**config.mk**
```make
export PLATFORM = sky130hd
export DESIGN_NAME = mul_seq_ctrl
export DESIGN_NICKNAME = d
export VERILOG_FILES = /design/src/rtl/mul_seq_ctrl.sv
export SDC_FILE = /design/constraint.sdc
export NUM_CORES = 1
export LEC_CHECK = 0
export CAP_MARGIN = 20
export CORE_ASPECT_RATIO = 0.8
export CORE_MARGIN = 2
export CORE_UTILIZATION = 33
export DETAILED_ROUTE_END_ITERATION = 12
export PLACE_DENSITY_LB_ADDON = 0.08
export RECOVER_POWER = 50
export SYNTH_ARGS = -nofsm -noshare
export SYNTH_HDL_FRONTEND = slang
export SYNTH_SLANG_ARGS = --single-unit
```
**constraint.sdc**
```tcl
create_clock -name clk_i -period 2.75 [get_ports clk_i]
set_input_delay 0.6875 -clock clk_i [delete_from_list [all_inputs] [get_ports clk_i]]
set_output_delay 0.6875 -clock clk_i [all_outputs]
set_load 0.05 [all_outputs]
```
**src/rtl/mul_seq_ctrl.sv**
```systemverilog
// Iterative radix-2 shift-add multiplier sequencer for the EX stage.
// Stalls the pipeline while running and pulses done with the low product bits.
module mul_seq_ctrl #(
    parameter int WIDTH = 32
) (
    input  logic             clk_i,
    input  logic             rst_i,
    input  logic             start_i,
    input  logic [WIDTH-1:0] src1_i,
    input  logic [WIDTH-1:0] src2_i,
    input  logic             flush_i,
    output logic             stall_o,
    output logic             busy_o,
    output logic             done_o,
    output logic [WIDTH-1:0] result_o
);

    typedef enum logic [1:0] {
        IDLE,
        RUN,
        DONE
    } state_t;

    state_t           state;
    state_t           state_n;
    logic [WIDTH-1:0] mcand;
    logic [WIDTH-1:0] mplier;
    logic [WIDTH-1:0] acc;
    logic             accept;
    logic             last;
    logic             step;

    assign accept = (state == IDLE) && start_i && !flush_i;
    assign step   = (state == RUN) && !flush_i;
    assign last   = (mplier >> 1) == '0;

    // State register.
    always_ff @(posedge clk_i) begin
        if (rst_i) begin
            state <= IDLE;
        end else begin
            state <= state_n;
        end
    end

    // Next-state decode; flush always returns to IDLE.
    always_comb begin
        state_n = state;
        unique case (state)
            IDLE: begin
                if (accept) begin
                    state_n = (src2_i == '0) ? DONE : RUN;
                end
            end
            RUN: begin
                if (flush_i) begin
                    state_n = IDLE;
                end else if (last) begin
                    state_n = DONE;
                end
            end
            DONE: begin
                state_n = IDLE;
            end
            default: begin
                state_n = IDLE;
            end
        endcase
    end

    // Operand latch and one shift-add step per RUN cycle.
    always_ff @(posedge clk_i) begin
        if (rst_i) begin
            mcand  <= '0;
            mplier <= '0;
            acc    <= '0;
        end else if (accept) begin
            mcand  <= src1_i;
            mplier <= src2_i;
            acc    <= '0;
        end else if (step) begin
            if (mplier[0]) begin
                acc <= acc + mcand;
            end
            mcand  <= mcand << 1;
            mplier <= mplier >> 1;
        end
    end

    assign busy_o   = (state == RUN);
    assign done_o   = (state == DONE);
    assign result_o = acc;
    assign stall_o  = !rst_i && !flush_i &&
                      (((state == IDLE) && start_i) || (state == RUN));

endmodule

```
==> results.py <==
metrics = {
    "run_status": {
        "status": "completed",
    },
    "clock_network": {
        "clock-sinks": 98,
        "htreeDepth": 3,
        "tritoncts": "yes",
        "cts_root_buf": "clkbuf_16",
        "insertion_delay_ns": 0.36,
        "cts_buffers": 9,
        "cts.path.max_buffers": 2,
        "clkTransAtPathRegs_ns": 0.07,
        "cts.hold.buffers_added": 0,
    },
    "critical_path": {
        "r2r-end": "result_o[30]",
        "reg2reg_depth": 10,
        "r2r_start": "result_o[0]",
        "cp-start-kind": "input port",
        "cp-end-kind": "output pin",
        "rrSetupSlack_ns": 0.16,
        "path_max_fanout": 5,
        "crit_start": "flush_i",
        "crit_type": "input port to output pin",
        "cp.arrival_ns": 1.90,
        "cp-endpoint": "stall_o",
        "cp.required_ns": 2.06,
    },
    "route": {
        "drt_wl_total_um": 16030,
        "top_layer": "met4",
        "dr.pass1.iters": 4,
        "wl_met3_um": 623,
        "drc_errors": 0,
        "drt_iter0_drc": 209,
        "via_per_inst": 5.268,
        "via_count": 5152,
        "wl_met2_um": 6752,
        "wl_per_cell_um": 16.39,
        "ant_nets": 0,
        "met1_length_um": 8528,
    },
    "cells_and_area": {
        "layout-drive-gt1-share_pct": 6.906,
        "fin_nets": 848,
        "final_area_um2": 7306,
        "syn_to_final_growth_pct": 25.38,
        "fin_cells": 978,
        "diodes": 0,
        "utilization_pct": 42.17,
    },
    "synth": {
        "yosysTopAreaCell": "dfxtp_1",
        "ys_seq_area_share_pct": 33.67,
        "yosysMostFrequentCell": "dfxtp_1",
        "synthesis.nets": 772,
        "synth_area_um2": 5827,
        "yosysWarnings": 0,
        "synth_common_cells": "98 x dfxtp_1, 94 x nor2_1, 70 x a211oi_1",
        "synthTopCellsByArea": "dfxtp_1 34%, mux2i_1 11%, a211oi_1 9.0%, ha_1 6.7%, nor2_1 6.1%",
        "synthCells": 672,
        "synthFlopType": "dfxtp_1",
        "synth.top_cell.area_share_pct": 33.67,
        "ys_async_sr_fraction_pct": 0,
        "ys_types": 56,
        "synth_edf_count": 0,
        "synth_seq_cells": 98,
        "postSynthAreaPerCell_um2": 8.671,
    },
    "die": {
        "io_pins": 103,
        "die_h_um": 122.9,
        "start_util_pct": 33.63,
        "die_x_um": 152.6,
        "row_count": 43,
        "core_um2": 17320,
        "dieArea_um2": 18740,
    },
    "sta": {
        "drv_slew": 0,
        "max_freq_mhz": 386.0,
        "rsz0062_at_grt": "no",
        "setup_viol_count_final": 0,
        "holdWs_ns": 0.4798,
        "final_hold_viol_count": 0,
        "skew_ns": 0.007701,
        "worstMarginPinSlew_ns": 0.9579,
        "final.setup.tns_ns": 0,
        "layout_min_cycle_time_ns": 2.591,
        "layout_setup_ws_ns": 0.1590,
        "period_share_pct": 94.22,
        "slew_headroom_pct": 35.91,
    },
    "placement": {
        "hpwl_um": 11620,
        "numPortBuffers": 102,
        "dp_cells": 962,
        "dpl-instance-area_um2": 7038,
        "globalplace.congestion": 0.8335,
        "pre_cts_ws_ns": 0.02993,
    },
    "power": {
        "p_leak_nw": 2.688,
        "power_density_nw_per_um2": 480.5,
        "power.total_mw": 3.510,
        "vdd_drop_max_uv": 284.0,
    },
    "global_routing": {
        "grt_first_pass_wirelength_um": 25990,
        "grt_start_max_net_pins": 125,
        "antenna_found_initial": 0,
        "grt_pass1_vias": 4986,
        "grt.overflow.total": 0,
        "grt_use_total_pct": 17.07,
    },
    "min_path": {
        "hold_start": "result_o[9]",
        "min_path_type": "flip-flop to flip-flop",
    },
    "flow_run": {
        "drv_cap": 0,
    },
}
## state kept, by name (all words and copies together), names as in the netlist
name,cells
mcand,32
mplier,32
result_o,32
state,2
## worst max-delay path, stage by stage
cell             delay, ns
clkdlybuf4s50_1       0.41
nand2b_1              0.22
nor3_2                0.17
nor2_1                0.11
nor2_2                0.15
buf_12                0.15
## what timing repair did
| item | 4_1_cts | 5_1_grt |
|---|---|---|
| setup buffers | 0 | 0 |
| endpoints found under the setup margin | 0 | 1 |
| gates resized for setup | 0 | 1 |
| endpoints found under the hold margin | 0 | 0 |
## report_power, final
| part | internal (mW) | switching, mW |
|---|---|---|
| logic | 0.320 | 0.367 |
| registers | 1.52 | 0.0913 |
| clock network | 0.625 | 0.587 |
## how the worst min path moves through the flow
stage	to	slack, ns	cells after the start
after detailed placement	result_o[4]	0.47	2
after floorplan	mplier[31]	0.49	2
after global placement	result_o[0]	0.46	2
after global routing	result_o[11]	0.51	2
after CTS	result_o[4]	0.49	2
final	result_o[9]	0.48	2
## area by class of cell
cell class / count / area (µm²)
Timing Repair Buffer: 114 / 1116
Clock inverter: 6 / 51.30
Sequential cell: 98 / 1962
Inverter: 4 / 15.01
Tap cell: 225 / 281.5
Clock buffer: 10 / 229.0
Fill cell: 1743 / 10020
Multi-Input combinational cell: 521 / 3651
## cells by family (layout without fill, tap and decap cells)
| logic type | after synthesis | count (layout) | synth area share (%) |
|---|---|---|---|
| fa+ha+maj | 32 | 32 | 7.000 |
| compound gates | 192 | 192 | 24.22 |
| mux | 64 | 64 | 10.99 |
| xor+xnor | 24 | 24 | 3.607 |
| simple gates | 209 | 209 | 16.45 |
| buf+inv | 53 | 134 | 4.058 |
| flops | 98 | 98 | 33.67 |
## placed cells by master, fill, tap and decap left out, drive strengths merged, types with 2 or more instances in the layout
| master | synthesis | layout |
|---|---|---|
| clkdlybuf4s50 | 0 | 99 |
| dfxtp | 98 | 98 |
| nor2 | 94 | 94 |
| a211oi | 71 | 71 |
| mux2i | 64 | 64 |
| a21oi | 46 | 46 |
| nand2 | 43 | 43 |
| ha | 31 | 31 |
| o21ai | 17 | 17 |
| nor4 | 16 | 16 |
| nor3 | 15 | 15 |
| xor2 | 14 | 14 |
| buf | 23 | 13 |
| nand4 | 12 | 12 |
| clkbuf | 26 | 11 |
| a21o | 10 | 10 |
| xnor2 | 10 | 10 |
| a22o | 9 | 9 |
| nand3 | 8 | 8 |
| inv | 4 | 6 |
| o211ai | 6 | 6 |
| o21a | 5 | 5 |
| and2 | 5 | 5 |
| and3 | 5 | 5 |
| o21bai | 5 | 5 |
| nor2b | 5 | 5 |
| a31oi | 4 | 4 |
| o31ai | 4 | 4 |
| nand2b | 3 | 3 |
| or3 | 3 | 3 |
| clkinvlp | 0 | 3 |
| a41oi | 3 | 3 |
| a22oi | 2 | 2 |
| o2bb2ai | 2 | 2 |
| o41ai | 2 | 2 |
## routing by layer
metal	global-route usage, %	up-vias
li1	-	2646
met2	25.67	95
met1	24.87	2403
met4	3.241	0
met5	0	-
met3	4.237	8
Power figures use the tool's default switching activity.
